### src/rtl/rle_pkg.sv
// Shared types and descriptor pack/unpack helpers for the RLE encoder/decoder family.
package rle_pkg;

   typedef enum logic [1:0] {
      StIdle,
      StRun,
      StFlush
   } rle_state_t;

   // Widest symbol or count field the helpers can carry.
   localparam int unsigned MaxFieldW = 32;

   // Container wide enough for {last, count, symbol} at the maximum field widths.
   typedef logic [2*MaxFieldW:0] rle_word_t;

   typedef struct packed {
      logic                 last;
      logic [MaxFieldW-1:0] count;
      logic [MaxFieldW-1:0] symbol;
   } rle_fields_t;

   // Packs {last, count, symbol} LSB-aligned; count and symbol must already fit their widths.
   function automatic rle_word_t rle_pack(input logic                 last,
                                          input logic [MaxFieldW-1:0] count,
                                          input logic [MaxFieldW-1:0] symbol,
                                          input int unsigned          sym_w,
                                          input int unsigned          cnt_w);
      return (rle_word_t'(last) << (sym_w + cnt_w)) |
             (rle_word_t'(count) << sym_w) |
             rle_word_t'(symbol);
   endfunction

   // Splits an LSB-aligned descriptor back into its fields.
   function automatic rle_fields_t rle_unpack(input rle_word_t   word,
                                              input int unsigned sym_w,
                                              input int unsigned cnt_w);
      rle_word_t   sym_mask;
      rle_word_t   cnt_mask;
      rle_fields_t f;
      sym_mask = (rle_word_t'(1) << sym_w) - rle_word_t'(1);
      cnt_mask = (rle_word_t'(1) << cnt_w) - rle_word_t'(1);
      f.symbol = MaxFieldW'(word & sym_mask);
      f.count  = MaxFieldW'((word >> sym_w) & cnt_mask);
      f.last   = 1'(word >> (sym_w + cnt_w));
      return f;
   endfunction

endpackage

### src/rtl/rle_out_reg.sv
// Single-entry output register: accepts a push whenever it is empty or being drained.
module rle_out_reg
   import rle_pkg::*;
#(
   parameter int unsigned DataW = 6
) (
   input  logic             clk_i,
   input  logic             reset_i,
   input  logic             push_i,
   input  logic [DataW-1:0] data_i,
   output logic             can_push_o,
   output logic [DataW-1:0] out_data_o,
   output logic             out_vld_o,
   input  logic             out_rdy_i
);

   logic             vld_q, vld_d;
   logic [DataW-1:0] data_q, data_d;

   assign can_push_o = !vld_q || out_rdy_i;
   assign out_data_o = data_q;
   assign out_vld_o  = vld_q;

   // Next state: a push overrides a drain, so a simultaneous transfer + push keeps vld high.
   always_comb begin
      vld_d  = vld_q;
      data_d = data_q;
      if (push_i) begin
         vld_d  = 1'b1;
         data_d = data_i;
      end else if (vld_q && out_rdy_i) begin
         vld_d = 1'b0;
      end
   end

   // Register with synchronous active-high reset.
   always_ff @(posedge clk_i) begin
      if (reset_i) begin
         vld_q  <= 1'b0;
         data_q <= '0;
      end else begin
         vld_q  <= vld_d;
         data_q <= data_d;
      end
   end

endmodule

### src/rtl/rle_enc_param.sv
// Parametrised run-length encoder: {last, symbol} stream in, {last, count, symbol} runs out.
module rle_enc_param
   import rle_pkg::*;
#(
   parameter int unsigned SYMBOL_WIDTH = 1,
   parameter int unsigned COUNT_WIDTH  = 4
) (
   input  logic                                clk,
   input  logic                                reset,
   input  logic [SYMBOL_WIDTH:0]               rle__input_r,
   input  logic                                rle__input_r_vld,
   output logic                                rle__input_r_rdy,
   output logic [SYMBOL_WIDTH+COUNT_WIDTH:0]   rle__output_s,
   output logic                                rle__output_s_vld,
   input  logic                                rle__output_s_rdy
);

   localparam int unsigned DataW = SYMBOL_WIDTH + COUNT_WIDTH + 1;

   typedef logic [SYMBOL_WIDTH-1:0] sym_t;
   typedef logic [COUNT_WIDTH-1:0]  cnt_t;
   typedef logic [DataW-1:0]        data_t;

   localparam cnt_t MaxCnt = '1;

   rle_state_t state_q, state_d;
   sym_t       cur_sym_q, cur_sym_d;
   cnt_t       cur_cnt_q, cur_cnt_d;
   // Held low through reset and the first edge after it, so rdy never depends on reset itself.
   logic       rdy_en_q;

   logic  can_push;
   logic  accept;
   logic  in_last;
   sym_t  in_sym;
   logic  push;
   logic  push_last;
   cnt_t  push_cnt;
   sym_t  push_sym;
   data_t push_data;

   assign in_last          = rle__input_r[SYMBOL_WIDTH];
   assign in_sym           = rle__input_r[SYMBOL_WIDTH-1:0];
   assign rle__input_r_rdy = rdy_en_q && (state_q != StFlush) && can_push;
   assign accept           = rle__input_r_vld && rle__input_r_rdy;
   assign push_data        = data_t'(rle_pack(push_last, MaxFieldW'(push_cnt),
                                              MaxFieldW'(push_sym), SYMBOL_WIDTH, COUNT_WIDTH));

   // Run tracking FSM: decides when a run closes and what descriptor to emit.
   always_comb begin
      state_d   = state_q;
      cur_sym_d = cur_sym_q;
      cur_cnt_d = cur_cnt_q;
      push      = 1'b0;
      push_last = 1'b0;
      push_cnt  = cur_cnt_q;
      push_sym  = cur_sym_q;
      case (state_q)
         StIdle: begin
            if (accept) begin
               if (in_last) begin
                  push      = 1'b1;
                  push_last = 1'b1;
                  push_cnt  = cnt_t'(1);
                  push_sym  = in_sym;
               end else begin
                  cur_sym_d = in_sym;
                  cur_cnt_d = cnt_t'(1);
                  state_d   = StRun;
               end
            end
         end
         StRun: begin
            if (accept) begin
               if (in_sym == cur_sym_q && cur_cnt_q != MaxCnt) begin
                  if (in_last) begin
                     push      = 1'b1;
                     push_last = 1'b1;
                     push_cnt  = cur_cnt_q + cnt_t'(1);
                     state_d   = StIdle;
                  end else begin
                     cur_cnt_d = cur_cnt_q + cnt_t'(1);
                  end
               end else begin
                  // Saturated or symbol change: close the current run, open a new one of 1.
                  push      = 1'b1;
                  cur_sym_d = in_sym;
                  cur_cnt_d = cnt_t'(1);
                  state_d   = in_last ? StFlush : StRun;
               end
            end
         end
         StFlush: begin
            if (can_push) begin
               push      = 1'b1;
               push_last = 1'b1;
               state_d   = StIdle;
            end
         end
         default: state_d = StIdle;
      endcase
   end

   // State registers with synchronous active-high reset; reset drops any open run.
   always_ff @(posedge clk) begin
      if (reset) begin
         state_q   <= StIdle;
         cur_sym_q <= '0;
         cur_cnt_q <= '0;
         rdy_en_q  <= 1'b0;
      end else begin
         state_q   <= state_d;
         cur_sym_q <= cur_sym_d;
         cur_cnt_q <= cur_cnt_d;
         rdy_en_q  <= 1'b1;
      end
   end

   rle_out_reg #(
      .DataW (DataW)
   ) u_out_reg (
      .clk_i      (clk),
      .reset_i    (reset),
      .push_i     (push),
      .data_i     (push_data),
      .can_push_o (can_push),
      .out_data_o (rle__output_s),
      .out_vld_o  (rle__output_s_vld),
      .out_rdy_i  (rle__output_s_rdy)
   );

endmodule
### config.mk
export PLATFORM = sky130hd
export DESIGN_NAME = rle_enc_param
export DESIGN_NICKNAME = d
export VERILOG_FILES = /design/src/rtl/rle_pkg.sv /design/src/rtl/rle_out_reg.sv /design/src/rtl/rle_enc_param.sv
export SDC_FILE = /design/constraint.sdc
export NUM_CORES = 1
export LEC_CHECK = 0
export ABC_AREA = 0
export CORE_UTILIZATION = 50
export CTS_CLUSTER_SIZE = 25
export DETAILED_ROUTE_END_ITERATION = 8
export GPL_ROUTABILITY_DRIVEN = 1
export GPL_TIMING_DRIVEN = 0
export PLACE_DENSITY = 0.76
export SYNTH_ARGS = -nofsm -noshare
export SYNTH_HDL_FRONTEND = slang
export SYNTH_SLANG_ARGS = --single-unit
### constraint.sdc
create_clock -name clk -period 2.13 [get_ports clk]
set_input_delay 0.639 -clock clk [delete_from_list [all_inputs] [get_ports clk]]
set_output_delay 0.639 -clock clk [all_outputs]
set_load 0.1 [all_outputs]
==> metrics.txt <==
# TYPE chip_impl_metric gauge
chip_impl_info{name="run_status",value="finished clean"} 1
chip_impl_metric{name="clkSinkCount",unit=""} 15
chip_impl_info{name="synth-main-ff-cell",value="sky130_fd_sc_hd__dfxtp_1"} 1
chip_impl_metric{name="max_cap_viol_count",unit=""} 0
chip_impl_metric{name="fin_worst_skew",unit="ns"} 0.00203
chip_impl_metric{name="report.final.setup_viol",unit=""} 0
chip_impl_metric{name="share_clk_of_total_power",unit="%"} 25.8
chip_impl_info{name="critPathCaptureType",value="flip-flop"} 1
chip_impl_metric{name="start_util",unit="%"} 54.5
chip_impl_metric{name="internal-power",unit="mW"} 0.419
chip_impl_metric{name="maxSlewViolCount",unit=""} 0
chip_impl_metric{name="worst_setup_hold_path_clk_slew",unit="ns"} 0.08
chip_impl_metric{name="worstPathMaxFanout",unit=""} 4
chip_impl_metric{name="drt-total-wl",unit="µm"} 2290
chip_impl_metric{name="dieHeight",unit="µm"} 43.0
chip_impl_metric{name="drt_iter0_drc",unit=""} 22
chip_impl_metric{name="p_sw_share",unit="%"} 33.6
chip_impl_metric{name="dpl.hpwl",unit="µm"} 1370
chip_impl_metric{name="pin_count_of_the_biggest_net_entering_global_routing",unit=""} 11
chip_impl_info{name="cts_tree",value="built"} 1
chip_impl_metric{name="grt_pass1_vias",unit=""} 767
chip_impl_info{name="post_synth_main_area_contributors",value="sky130_fd_sc_hd__dfxtp_1 (36%), sky130_fd_sc_hd__mux2i_1 (4.8%), sky130_fd_sc_hd__nand3_1 (3.6%)"} 1
chip_impl_metric{name="number_of_placement_rows",unit=""} 14
chip_impl_info{name="crit_path_cell_trace",value="clkdlybuf4s50_1, nand2_2, nor3_4, a211oi_2, or4_1, a21oi_1"} 1
chip_impl_metric{name="finalHoldViolations",unit=""} 0
chip_impl_metric{name="grt_antenna_before_repair",unit=""} 0
chip_impl_metric{name="synth_edf_count",unit=""} 0
chip_impl_metric{name="switchingPower",unit="mW"} 0.212
chip_impl_metric{name="die_width",unit="µm"} 43.0
chip_impl_metric{name="synthesis.yosys.warnings",unit=""} 0
chip_impl_metric{name="max_freq",unit="MHz"} 470
chip_impl_metric{name="synth-seq-cells",unit=""} 15
chip_impl_metric{name="post_place_worst_slack",unit="ns"} -1.11
chip_impl_metric{name="max-clock-path-buffers",unit=""} 2
chip_impl_metric{name="grt_first_pass_wirelength",unit="µm"} 3510
chip_impl_metric{name="num_antenna_cells",unit=""} 0
chip_impl_metric{name="finalPower",unit="mW"} 0.631
chip_impl_metric{name="comb_power_share",unit="%"} 26.4
chip_impl_metric{name="dr_total_vias",unit=""} 815
chip_impl_metric{name="synth.lib_cells_used.distinct",unit=""} 40
chip_impl_info{name="yosys.area.top_type",value="sky130_fd_sc_hd__dfxtp_1"} 1
chip_impl_metric{name="non_filler_instances",unit=""} 133
chip_impl_metric{name="critPathArrivalTime",unit="ns"} 2.35
chip_impl_metric{name="htree_num_levels",unit=""} 1
chip_impl_metric{name="clk_latency",unit="ns"} 0.29
chip_impl_metric{name="area_of_the_core",unit="µm²"} 1540
chip_impl_metric{name="cell_area_synth",unit="µm²"} 841
chip_impl_metric{name="power_frac_seq",unit="%"} 47.8
chip_impl_metric{name="synth.top_cell.area_share",unit="%"} 35.7
chip_impl_info{name="path_class",value="input port to flip-flop"} 1
chip_impl_metric{name="detail_route.drc_violations",unit=""} 0
chip_impl_info{name="synth.most_common_cell",value="sky130_fd_sc_hd__dfxtp_1"} 1
chip_impl_metric{name="io-pin-count",unit=""} 14
chip_impl_metric{name="avgRoutedWirePerCell",unit="µm"} 17.2
chip_impl_metric{name="synth_cells",unit=""} 96
chip_impl_metric{name="cp_data_required_time",unit="ns"} 2.35
chip_impl_metric{name="synth_nets",unit=""} 104
chip_impl_metric{name="area_growth_syn_to_layout",unit="%"} 36.5
chip_impl_info{name="hp-class",value="flip-flop to flip-flop"} 1
chip_impl_metric{name="slew_headroom",unit="%"} 37.0
chip_impl_metric{name="pwr_density_cell",unit="nW/µm²"} 550
chip_impl_info{name="cp_max_delay_cell",value="sky130_fd_sc_hd__or4_1"} 1
chip_impl_metric{name="globalRoute.totalOverflow",unit=""} 0
chip_impl_metric{name="routabilityCongestion",unit=""} 0.861
chip_impl_metric{name="worst_slew_pin_slew",unit="ns"} 0.948
chip_impl_metric{name="detail_route.first_pass.iterations",unit=""} 4
chip_impl_metric{name="cellLeakagePower",unit="nW"} 0.450
chip_impl_metric{name="max-vdd-ir-drop",unit="mV"} 0.480
chip_impl_info{name="synth_common_cells",value="sky130_fd_sc_hd__dfxtp_1 (15), sky130_fd_sc_hd__nor2_1 (7), sky130_fd_sc_hd__nand2_1 (6), sky130_fd_sc_hd__nand3_1 (6), sky130_fd_sc_hd__inv_1 (5)"} 1
chip_impl_metric{name="fraction_of_final_layout_cells_with_drive_strength_greater_than_1",unit="%"} 27.4
chip_impl_metric{name="synth-async-reset-ratio",unit="%"} 0
chip_impl_metric{name="delay_of_the_slowest_critical_path_stage",unit="ns"} 0.54
chip_impl_metric{name="finalWorstSetupSlack",unit="ns"} 0.00250
chip_impl_metric{name="finalWorstPathRequiredPeriod",unit="ns"} 2.13
chip_impl_metric{name="cts_inserted_buffers",unit=""} 3
chip_impl_info{name="root_buffer",value="sky130_fd_sc_hd__clkbuf_4"} 1
chip_impl_metric{name="placedCellCount",unit=""} 125
chip_impl_metric{name="synth_seq_area_share",unit="%"} 35.7
chip_impl_metric{name="grtUsageTotal",unit="%"} 25.4
chip_impl_metric{name="final_antenna_net_count",unit=""} 0
chip_impl_metric{name="die-area",unit="µm²"} 1850
chip_impl_info{name="startpoint_class_of_the_critical_path",value="input port"} 1
chip_impl_metric{name="ff2ff_setup_slack",unit="ns"} 0.20
chip_impl_metric{name="final_cycle_utilization_of_the_critical_path",unit="%"} 99.9
chip_impl_metric{name="final_nets",unit=""} 126
chip_impl_metric{name="port_buffers",unit=""} 13
chip_impl_metric{name="synth_area_per_cell",unit="µm²"} 8.76
chip_impl_metric{name="viasPerCell",unit=""} 6.13
==> path summary, 6_finish.rpt <==
path / from / cells past startpoint / end
worst max-delay path: rle__input_r_vld / 6 / u_out_reg.out_data_o[3]$_SDFFE_PP0P_
worst min-delay path: u_out_reg.out_data_o[5]$_SDFFE_PP0P_ / 2 / u_out_reg.out_data_o[5]$_SDFFE_PP0P_
worst max register to register: state_q[1]$_SDFFE_PP0P_ / 6 / u_out_reg.out_data_o[3]$_SDFFE_PP0P_
worst min register to register: u_out_reg.out_data_o[5]$_SDFFE_PP0P_ / 2 / u_out_reg.out_data_o[5]$_SDFFE_PP0P_
==> layout by cell type (no fill, tap or decap), types with 2 or more instances in the layout <==
cell / Yosys / routed
sky130_fd_sc_hd__nand2_2: 0 / 2
sky130_fd_sc_hd__nor2_1: 7 / 6
sky130_fd_sc_hd__nor4_4: 0 / 2
sky130_fd_sc_hd__nand2_1: 6 / 4
sky130_fd_sc_hd__nor3_4: 0 / 2
sky130_fd_sc_hd__and3_1: 3 / 3
sky130_fd_sc_hd__buf_4: 0 / 5
sky130_fd_sc_hd__or4_1: 2 / 2
sky130_fd_sc_hd__nor2b_2: 1 / 2
sky130_fd_sc_hd__o41ai_1: 2 / 2
sky130_fd_sc_hd__dlygate4sd2_1: 0 / 2
sky130_fd_sc_hd__nor4b_1: 2 / 2
sky130_fd_sc_hd__dfxtp_1: 15 / 14
sky130_fd_sc_hd__ha_1: 2 / 2
sky130_fd_sc_hd__nor2b_1: 3 / 2
sky130_fd_sc_hd__nand2b_1: 3 / 2
sky130_fd_sc_hd__clkbuf_4: 0 / 3
sky130_fd_sc_hd__nand3_1: 6 / 6
sky130_fd_sc_hd__inv_1: 5 / 5
sky130_fd_sc_hd__dlymetal6s2s_1: 0 / 2
sky130_fd_sc_hd__clkbuf_1: 1 / 2
sky130_fd_sc_hd__o21ai_1: 2 / 2
sky130_fd_sc_hd__nor3_1: 2 / 2
sky130_fd_sc_hd__clkdlybuf4s15_1: 0 / 4
sky130_fd_sc_hd__a21oi_1: 4 / 4
sky130_fd_sc_hd__a31o_1: 2 / 2
sky130_fd_sc_hd__clkdlybuf4s50_1: 0 / 2
sky130_fd_sc_hd__mux2i_1: 4 / 4
==> power by group through the flow <==
stage                     clock network, mW  registers [mW]  logic (mW)
after floorplan                           0           0.345      0.0658
after global placement                    0           0.305       0.143
after detailed placement                  0           0.306       0.144
after CTS                             0.167           0.300       0.158
after global routing                  0.180           0.303       0.176
final                                 0.163           0.301       0.167
==> cell families after synthesis <==
logic type / count (synthesis) / share of synthesized area (%)
adder cells (fa/ha/maj): 2 / 2.98
XOR/XNOR: 1 / 1.04
flip-flops: 15 / 35.7
multiplexers: 5 / 6.10
AO/OA/AOI/OAI: 20 / 18.0
AND/OR/NAND/NOR: 44 / 31.8
buffers and inverters: 9 / 4.31
==> routing by layer <==
metal,vias up,GRT usage (%),wire (µm)
met2,15,41.5,1180
met5,-,0,0
met4,0,7.27,20
met3,5,7.66,73
li1,396,-,-
met1,399,32.4,1010
==> state kept, by name (all words and copies together), names as in the netlist <==
| signal | flops |
|---|---|
| cur_cnt_q | 4 |
| u_out_reg.out_data_o | 6 |
| state_q | 2 |
| cur_sym_q | 1 |
| u_out_reg.out_vld_o | 1 |
| rdy_en_q | 1 |
==> critical path, delay by kind of cell <==
family          cells  cell delay, ns
compound gates      2            0.26
buf+inv             1            0.50
simple gates        3            0.95
==> repair_timing <==
item	CTS	global route
pin swaps	0	1
resized for setup	30	13
cloned	0	0
buffers inserted	2	2
endpoints found under the hold margin	0	0
setup endpoints to repair	13	13
hold buffers	0	0
==> layout make-up <==
class | count | area (µm²)
inverters | 6 | 22.5
well taps | 16 | 20.0
multi-input cells | 72 | 592
flip-flops and latches | 15 | 302
repair buffers | 17 | 169
clock buffers | 4 | 26.3
fillers | 116 | 394
plain buffers | 3 | 16.3
==> stage by stage <==
stage | hold WS, ns | util, % | TNS, ns | instance area [µm²]
after CTS | 0.458 | 71.8 | -0.151 | 1110
after floorplan | 0.500 | - | 0 | 850
after detailed placement | 0.450 | 64.9 | -4.67 | 1000
after global routing | 0.479 | 74.4 | -0.0491 | 1150
final | 0.462 | 74.4 | 0 | 1150
after global placement | 0.443 | 64.9 | -4.17 | 1000
No activity file was read; power rests on OpenSTA's default activity.
